[config.mk]
export PLATFORM = sky130hd
export DESIGN_NAME = uart_fifo_ctrl
export DESIGN_NICKNAME = d
export VERILOG_FILES = /design/src/rtl/uart_fifo_ctrl.sv
export SDC_FILE = /design/constraint.sdc
export NUM_CORES = 1
export LEC_CHECK = 0
export CORE_MARGIN = 8
export CORE_UTILIZATION = 35
export CTS_CLUSTER_DIAMETER = 30
export CTS_CLUSTER_SIZE = 40
export DETAILED_ROUTE_END_ITERATION = 16
export DONT_BUFFER_PORTS = 1
export HOLD_SLACK_MARGIN = 0.15
export PLACE_DENSITY_LB_ADDON = 0.1
export SLEW_MARGIN = 30
export SYNTH_ARGS = -nofsm -noshare
export SYNTH_HDL_FRONTEND = slang
export SYNTH_SLANG_ARGS = --single-unit
[constraint.sdc]
create_clock -name clk -period 3.95 [get_ports clk]
set_input_delay 0.1975 -clock clk [delete_from_list [all_inputs] [get_ports clk]]
set_output_delay 0.1975 -clock clk [all_outputs]
set_load 0.02 [all_outputs]
[src/rtl/uart_fifo_ctrl.sv]
// Memory-mapped UART: baud generator, TX/RX framing FSMs with optional parity,
// byte FIFOs in both directions, sticky error flags and a registered level irq.

module uart_fifo_ctrl_fifo #(
  parameter int DEPTH = 8
) (
  input  logic                     clk,
  input  logic                     rst_n,
  input  logic                     flush,
  input  logic                     push,
  input  logic [7:0]               push_data,
  input  logic                     pop,
  output logic [7:0]               head,
  output logic [$clog2(DEPTH):0]   count,
  output logic                     full,
  output logic                     empty
);
  localparam int AW = $clog2(DEPTH);
  localparam int CW = AW + 1;

  logic [7:0]    mem [DEPTH];
  logic [AW-1:0] wp, rp;
  logic          do_push, do_pop;

  assign full    = (count == CW'(DEPTH));
  assign empty   = (count == '0);
  assign do_pop  = pop & ~empty;
  // a full FIFO still accepts a push when the same cycle pops
  assign do_push = push & (~full | do_pop);
  assign head    = mem[rp];

  always_ff @(posedge clk) begin
    if (do_push && !flush) mem[wp] <= push_data;
  end

  always_ff @(posedge clk or negedge rst_n) begin
    if (!rst_n) begin
      wp    <= '0;
      rp    <= '0;
      count <= '0;
    end else if (flush) begin
      wp    <= '0;
      rp    <= '0;
      count <= '0;
    end else begin
      if (do_push) wp <= wp + AW'(1);
      if (do_pop)  rp <= rp + AW'(1);
      case ({do_push, do_pop})
        2'b10:   count <= count + CW'(1);
        2'b01:   count <= count - CW'(1);
        default: count <= count;
      endcase
    end
  end
endmodule

module uart_fifo_ctrl #(
  parameter int FIFO_DEPTH  = 8,
  parameter int OVERSAMPLE  = 16,
  parameter int DIV_WIDTH   = 16,
  parameter int DEFAULT_DIV = 0
) (
  input  logic        clk,
  input  logic        rst_n,
  input  logic        sel_uart,
  input  logic        mem_write,
  input  logic        mem_read,
  input  logic [3:0]  addr,
  input  logic [31:0] write_data,
  output logic [31:0] readed_data,
  input  logic        rx_in,
  output logic        tx_out,
  output logic        irq
);
  localparam int CW  = $clog2(FIFO_DEPTH) + 1;
  localparam int OSW = $clog2(OVERSAMPLE);
  localparam logic [OSW-1:0] OS_LAST = OSW'(OVERSAMPLE - 1);
  localparam logic [OSW-1:0] OS_HALF = OSW'(OVERSAMPLE / 2);

  typedef enum logic [2:0] {TX_IDLE, TX_START, TX_DATA, TX_PARITY, TX_STOP} tx_state_t;
  typedef enum logic [2:0] {RX_IDLE, RX_START, RX_DATA, RX_PARITY, RX_STOP} rx_state_t;

  logic                 tx_en, rx_en, parity_en, parity_odd, two_stop, rx_irq_en, tx_irq_en;
  logic [DIV_WIDTH-1:0] div, baud_cnt;
  logic                 parity_err, frame_err, overrun;
  logic                 wr, rd, soft_rst, baud_run, tick;
  logic [1:0]           reg_sel;
  logic [31:0]          rdata;

  logic                 tx_push, tx_pop, tx_full, tx_empty, tx_line, tx_bit_end;
  logic [7:0]           tx_head, tx_data;
  logic [CW-1:0]        tx_count;
  logic [OSW-1:0]       tx_os;
  logic [2:0]           tx_bit;
  tx_state_t            tx_state, tx_next;

  logic                 rx_push, rx_pop, rx_full, rx_empty, rx_bit_tick;
  logic                 rx_meta, rx_sync, rx_prev, rx_par;
  logic                 set_pe, set_fe, set_ovr;
  logic [7:0]           rx_head, rx_shift;
  logic [CW-1:0]        rx_count;
  logic [OSW-1:0]       rx_os;
  logic [2:0]           rx_bit;
  rx_state_t            rx_state, rx_next;

  logic                 unused_bits;
  assign unused_bits = ^{addr[1:0], write_data[15:8], tx_count};

  assign reg_sel  = addr[3:2];
  assign wr       = sel_uart & mem_write;
  assign rd       = sel_uart & mem_read & ~mem_write;
  assign soft_rst = wr && (reg_sel == 2'd3) && write_data[2];
  assign tx_push  = wr && (reg_sel == 2'd0);
  assign rx_pop   = rd && (reg_sel == 2'd1) && !rx_empty;

  uart_fifo_ctrl_fifo #(.DEPTH(FIFO_DEPTH)) u_tx_fifo (
    .clk(clk), .rst_n(rst_n), .flush(soft_rst), .push(tx_push), .push_data(write_data[7:0]),
    .pop(tx_pop), .head(tx_head), .count(tx_count), .full(tx_full), .empty(tx_empty)
  );

  uart_fifo_ctrl_fifo #(.DEPTH(FIFO_DEPTH)) u_rx_fifo (
    .clk(clk), .rst_n(rst_n), .flush(soft_rst), .push(rx_push), .push_data(rx_shift),
    .pop(rx_pop), .head(rx_head), .count(rx_count), .full(rx_full), .empty(rx_empty)
  );

  always_ff @(posedge clk or negedge rst_n) begin
    if (!rst_n) begin
      tx_en      <= 1'b0;
      rx_en      <= 1'b0;
      parity_en  <= 1'b0;
      parity_odd <= 1'b0;
      two_stop   <= 1'b0;
      rx_irq_en  <= 1'b0;
      tx_irq_en  <= 1'b0;
      div        <= DIV_WIDTH'(DEFAULT_DIV);
    end else if (wr && reg_sel == 2'd3) begin
      tx_en      <= write_data[0];
      rx_en      <= write_data[1];
      parity_en  <= write_data[3];
      parity_odd <= write_data[4];
      two_stop   <= write_data[5];
      rx_irq_en  <= write_data[6];
      tx_irq_en  <= write_data[7];
      div        <= write_data[16 +: DIV_WIDTH];
    end
  end

  // a frame already on the wire keeps the baud running after tx_en drops
  assign baud_run = tx_en | rx_en | (tx_state != TX_IDLE);
  assign tick     = baud_run && (baud_cnt == div);

  always_ff @(posedge clk or negedge rst_n) begin
    if (!rst_n)                baud_cnt <= '0;
    else if (!baud_run || tick) baud_cnt <= '0;
    else                       baud_cnt <= baud_cnt + DIV_WIDTH'(1);
  end

  assign tx_bit_end = tick && (tx_os == OS_LAST);

  always_comb begin
    tx_next = tx_state;
    tx_pop  = 1'b0;
    tx_line = 1'b1;
    case (tx_state)
      TX_IDLE: if (tx_en && !tx_empty) begin
        tx_next = TX_START;
        tx_pop  = 1'b1;
      end
      TX_START: begin
        tx_line = 1'b0;
        if (tx_bit_end) tx_next = TX_DATA;
      end
      TX_DATA: begin
        tx_line = tx_data[tx_bit];
        if (tx_bit_end && tx_bit == 3'd7) tx_next = parity_en ? TX_PARITY : TX_STOP;
      end
      TX_PARITY: begin
        tx_line = ^tx_data ^ parity_odd;
        if (tx_bit_end) tx_next = TX_STOP;
      end
      TX_STOP: if (tx_bit_end && (tx_bit == 3'd1 || !two_stop)) tx_next = TX_IDLE;
      default: tx_next = TX_IDLE;
    endcase
  end

  always_ff @(posedge clk or negedge rst_n) begin
    if (!rst_n) begin
      tx_state <= TX_IDLE;
      tx_out   <= 1'b1;
    end else begin
      tx_state <= soft_rst ? TX_IDLE : tx_next;
      tx_out   <= soft_rst ? 1'b1 : tx_line;
    end
  end

  always_ff @(posedge clk or negedge rst_n) begin
    if (!rst_n) begin
      tx_data <= '0;
      tx_os   <= '0;
      tx_bit  <= '0;
    end else begin
      if (tx_pop) tx_data <= tx_head;
      if (soft_rst || tx_state != tx_next) begin
        tx_os  <= '0;
        tx_bit <= '0;
      end else if (tick && tx_state != TX_IDLE) begin
        if (tx_os == OS_LAST) begin
          tx_os  <= '0;
          tx_bit <= tx_bit + 3'd1;
        end else begin
          tx_os <= tx_os + OSW'(1);
        end
      end
    end
  end

  always_ff @(posedge clk or negedge rst_n) begin
    if (!rst_n) begin
      rx_meta <= 1'b1;
      rx_sync <= 1'b1;
      rx_prev <= 1'b1;
    end else begin
      rx_meta <= rx_in;
      rx_sync <= rx_meta;
      rx_prev <= rx_sync;
    end
  end

  assign rx_bit_tick = tick && (rx_os == OS_LAST);

  always_comb begin
    rx_next = rx_state;
    rx_push = 1'b0;
    set_pe  = 1'b0;
    set_fe  = 1'b0;
    set_ovr = 1'b0;
    if (!rx_en) begin
      rx_next = RX_IDLE;
    end else begin
      case (rx_state)
        RX_IDLE:   if (rx_prev && !rx_sync) rx_next = RX_START;
        RX_START:  if (tick && rx_os == OS_HALF) rx_next = rx_sync ? RX_IDLE : RX_DATA;
        RX_DATA:   if (rx_bit_tick && rx_bit == 3'd7) rx_next = parity_en ? RX_PARITY : RX_STOP;
        RX_PARITY: if (rx_bit_tick) rx_next = RX_STOP;
        RX_STOP: if (rx_bit_tick) begin
          rx_next = RX_IDLE;
          if (!rx_sync)                                          set_fe  = 1'b1;
          else if (parity_en && (rx_par != (^rx_shift ^ parity_odd))) set_pe  = 1'b1;
          else if (rx_full && !rx_pop)                           set_ovr = 1'b1;
          else                                                   rx_push = 1'b1;
        end
        default: rx_next = RX_IDLE;
      endcase
    end
  end

  always_ff @(posedge clk or negedge rst_n) begin
    if (!rst_n) rx_state <= RX_IDLE;
    else        rx_state <= soft_rst ? RX_IDLE : rx_next;
  end

  always_ff @(posedge clk or negedge rst_n) begin
    if (!rst_n) begin
      rx_shift <= '0;
      rx_par   <= 1'b0;
      rx_os    <= '0;
      rx_bit   <= '0;
    end else begin
      if (rx_state == RX_DATA && rx_bit_tick)   rx_shift <= {rx_sync, rx_shift[7:1]};
      if (rx_state == RX_PARITY && rx_bit_tick) rx_par   <= rx_sync;
      if (soft_rst || rx_state != rx_next) begin
        rx_os  <= '0;
        rx_bit <= '0;
      end else if (tick && rx_state != RX_IDLE) begin
        if (rx_os == OS_LAST) begin
          rx_os  <= '0;
          rx_bit <= rx_bit + 3'd1;
        end else begin
          rx_os <= rx_os + OSW'(1);
        end
      end
    end
  end

  // a new error in the same cycle as a write-1-to-clear keeps the flag set
  always_ff @(posedge clk or negedge rst_n) begin
    if (!rst_n) begin
      parity_err <= 1'b0;
      frame_err  <= 1'b0;
      overrun    <= 1'b0;
    end else if (soft_rst) begin
      parity_err <= 1'b0;
      frame_err  <= 1'b0;
      overrun    <= 1'b0;
    end else begin
      parity_err <= set_pe  | (parity_err & ~(wr && reg_sel == 2'd2 && write_data[5]));
      frame_err  <= set_fe  | (frame_err  & ~(wr && reg_sel == 2'd2 && write_data[6]));
      overrun    <= set_ovr | (overrun    & ~(wr && reg_sel == 2'd2 && write_data[7]));
    end
  end

  always_comb begin
    rdata = '0;
    case (reg_sel)
      2'd1: if (!rx_empty) rdata[7:0] = rx_head;
      2'd2: begin
        rdata[0]    = tx_full;
        rdata[1]    = tx_empty;
        rdata[2]    = rx_full;
        rdata[3]    = rx_empty;
        rdata[4]    = (tx_state != TX_IDLE);
        rdata[5]    = parity_err;
        rdata[6]    = frame_err;
        rdata[7]    = overrun;
        rdata[15:8] = 8'(rx_count);
      end
      2'd3: begin
        rdata[7:0] = {tx_irq_en, rx_irq_en, two_stop, parity_odd, parity_en, 1'b0, rx_en, tx_en};
        rdata[16 +: DIV_WIDTH] = div;
      end
      default: rdata = '0;
    endcase
  end

  always_ff @(posedge clk or negedge rst_n) begin
    if (!rst_n) begin
      readed_data <= '0;
      irq         <= 1'b0;
    end else begin
      if (rd) readed_data <= rdata;
      irq <= (rx_irq_en & ~rx_empty) | (tx_irq_en & tx_empty);
    end
  end
endmodule

==> flow_summary.yaml <==
clock_tree:
  cts_tree: "done"
  htree_levels: 3
  clk_latency_ns: 0.57
  cts_resized: 0
  cts-root-buf: "clkbuf_16"
  path_clk_slew_ns: 0.04
  numCtsBuffers: 74
  ctsLongestPathBuffers: 3
  clkSinkCount: 260
final_layout:
  stdcell_area_um2: 15000
  num_antenna_cells: 0
  drive_gt1_frac: 0.221
  layout_common_cells: "dfrtp_1, edfxtp_1, nand2_1, clkbuf_16, nor2_1"
  layout.area.seq_um2: 7150
  nets: 1043
  multi_input_comb_area_um2: 4300
  area_delta_synth_final_pct: 28.5
  fill_cells: 3089
logic_synthesis:
  yosysTopAreaCellShare: 0.328
  synth_flop_cell: "edfxtp_1"
  synth-edff-count: 128
  syn_avg_cell_area_um2: 13.2
  syn_inst: 885
  synthSimpleGateAreaFrac: 0.113
  synth_cell_types: 66
  yosys_warnings: 0
  synth_fa_ha_area_frac: 0.0216
  syn_area_um2: 11700
  synth_top_area_cell: "edfxtp_1"
  synth-compound-area-share: 0.0605
  synth_area_leaders: "edfxtp_1, dfrtp_1, mux4_2"
  synth_seq_cells: 260
  seq_area_frac_synth: 0.611
  synth_top_family_by_area: "multiplexers"
  synth_mux_area_frac: 0.128
  synth_xor_area_frac: 0.0423
  synth_async_sr_flop_share: 0.508
routing:
  drt_wl_total_um: 28300
  drtAntennaViolNets: 0
  vias: 7299
  viasPerCell: 4.91
  drt_iter0_drc: 297
  drt_drc_violations_left: 0
  dr.pass1.iters: 5
  wl_per_cell_um: 19.0
sta:
  setup-tns-final_ns: 0
  worst_pin_slew_ns: 0.823
  period_needed_ns: 3.41
  fin_skew_ns: 0.0169
  fmax_mhz: 294
  setup_violations: 0
  rsz0062_at_grt: "no"
  hold_viol_final: 0
  slew_viol_final: 0
  fin_ws_ns: 0.544
  maxSlewHeadroom: 0.451
  timing.final.crit_share: 0.862
critical_path:
  worstPathArrival_ns: 3.89
  required_ns: 4.43
  r2r_cells: 11
  r2r_start: "parity_odd$_DFFE_PN0P_"
  path_class: "flop to flop"
  crit_start: "parity_odd$_DFFE_PN0P_"
  worstReg2RegEnd: "u_rx_fifo.count[3]$_DFFE_PN0P_"
  path_max_fanout: 10
  rrSetupSlack_ns: 0.54
  worstSetupEndpoint: "u_rx_fifo.count[3]$_DFFE_PN0P_"
  cp-start-kind: "flop"
  critPathCaptureType: "flop"
floorplan:
  initial_core_util: 0.353
  core_um2: 33200
  dieArea_um2: 39500
  die_w_um: 199
  ios: 76
  die_y_um: 199
  rows: 67
grt:
  antenna_found_initial: 1
  grt_pass1_vias: 7638
  grt_pass1_wl_um: 44700
  grt_max_degree: 133
  track_usage: 0.148
  overflow: 0
place:
  port_buffers: 0
  dpl.hpwl_um: 18200
  placed_cell_area_um2: 12300
  post-place-ws_ns: 0.559
  gp_congestion: 0.779
job:
  max_cap_viol_count: 0
min_path:
  hold_start: "mem_read"
  hold_class: "primary input to flop"
power_and_ir_drop:
  power.leakage_nw: 6.14
  p_per_area_nw_per_um2: 673
  vdd_ir_drop_max_mv: 0.308
status:
  status: "finished clean"
[metrics by stage]
stage	total power, W	hold slack [ns]	cells	utilization
3_5_place_dp	0.00452	-0.0859	1320	0.370
3_3_place_gp	0.00451	-0.0871	1320	0.370
4_1_cts	0.0103	0.157	1486	0.453
2_1_floorplan	0.00422	-0.0981	888	-
5_1_grt	0.0106	0.206	1486	0.453
6_report	0.0101	0.190	1486	0.453
[logic make-up (layout without fill, tap and decap cells)]
kind of cell	Yosys count	in the layout
XOR/XNOR	55	55
flip-flops	260	260
multiplexers	102	102
AND/OR/NAND/NOR	267	267
AO/OA/AOI/OAI	121	121
other	1	4
adder cells (fa/ha/maj)	19	19
buffers and inverters	60	210
[final cells by class]
class | count | share of cell area
inverters | 16 | 0.00399
clock inverters | 37 | 0.0254
repair buffers | 62 | 0.0378
clock buffers | 95 | 0.134
multi-input cells | 568 | 0.286
flip-flops and latches | 260 | 0.476
well taps | 448 | 0.0373
[registers in the layout, summed over array words and instances (netlist names), 3 cells and up]
name,cells
u_tx_fifo.wp,3
u_rx_fifo.count,4
rx_bit,3
readed_data,28
u_rx_fifo.mem,64
rx_state,3
div,16
u_tx_fifo.rp,3
u_rx_fifo.rp,3
u_tx_fifo.count,4
tx_bit,3
u_rx_fifo.wp,3
tx_state,3
u_tx_fifo.mem,64
rx_shift,8
tx_os,4
baud_cnt,16
rx_os,4
tx_data,8
[cells in the mapped netlist, drive strengths merged, types with 3 or more instances]
library cell,number
mux2i,32
a21oi,32
and2,5
clkbuf,23
ha,17
buf,21
nand3,25
nor2b,3
xor2,32
nand2,100
mux4,34
and3,11
o21ai,53
o211ai,4
dfrtp,128
nand4,9
nor2,57
edfxtp,128
nor3,13
nand2b,7
nand3b,4
dfstp,4
nor4b,7
nor4bb,4
a31oi,6
a21o,3
nor4,5
inv,16
a211oi,8
mux2,36
xnor2,22
or3,7
[how the worst min path moves through the flow]
stage / endpoint / slack [ns] / depth (start not counted)
2_1_floorplan: baud_cnt[0]$_DFF_PN0_ / -0.1 / 0
3_3_place_gp: tx_data[4]$_DFFE_PN0P_ / -0.09 / 0
3_5_place_dp: tx_data[4]$_DFFE_PN0P_ / -0.09 / 0
4_1_cts: u_rx_fifo.rp[1]$_DFFE_PN0P_ / 0.16 / 4
5_1_grt: u_rx_fifo.rp[1]$_DFFE_PN0P_ / 0.21 / 4
6_report: u_rx_fifo.rp[1]$_DFFE_PN0P_ / 0.19 / 4
[report_power, final]
part | internal, W | switching (W)
sequential | 0.00308 | 0.000390
clock | 0.00386 | 0.00174
combinational | 0.000559 | 0.000504
total | 0.00749 | 0.00263
[routing by layer]
layer  global-route usage  vias up  share of wire
met3               0.0343       50          0.041
met1                0.193     3632           0.46
li1                     -     3477              -
met4               0.0651        0          0.023
met5                    0        -              0
met2                0.233      140           0.48
[worst max-delay path, stage by stage, from the launching register on]
cell     delay [ns]
dfrtp_1        0.44
xnor2_1        0.33
xnor3_1        0.39
xnor2_1        0.36
o211a_1        0.46
nor2_1         0.15
ha_1           0.29
a21o_1         0.15
a21o_1         0.19
nor3b_1        0.13
mux2_2         0.28
o22ai_1        0.14
[what timing repair did]
item,in CTS,in global routing
setup endpoints to repair,0,0
setup buffers,0,0
hold endpoints to repair,259,0
hold buffers,34,0
No activity file was read; power rests on OpenSTA's default activity.
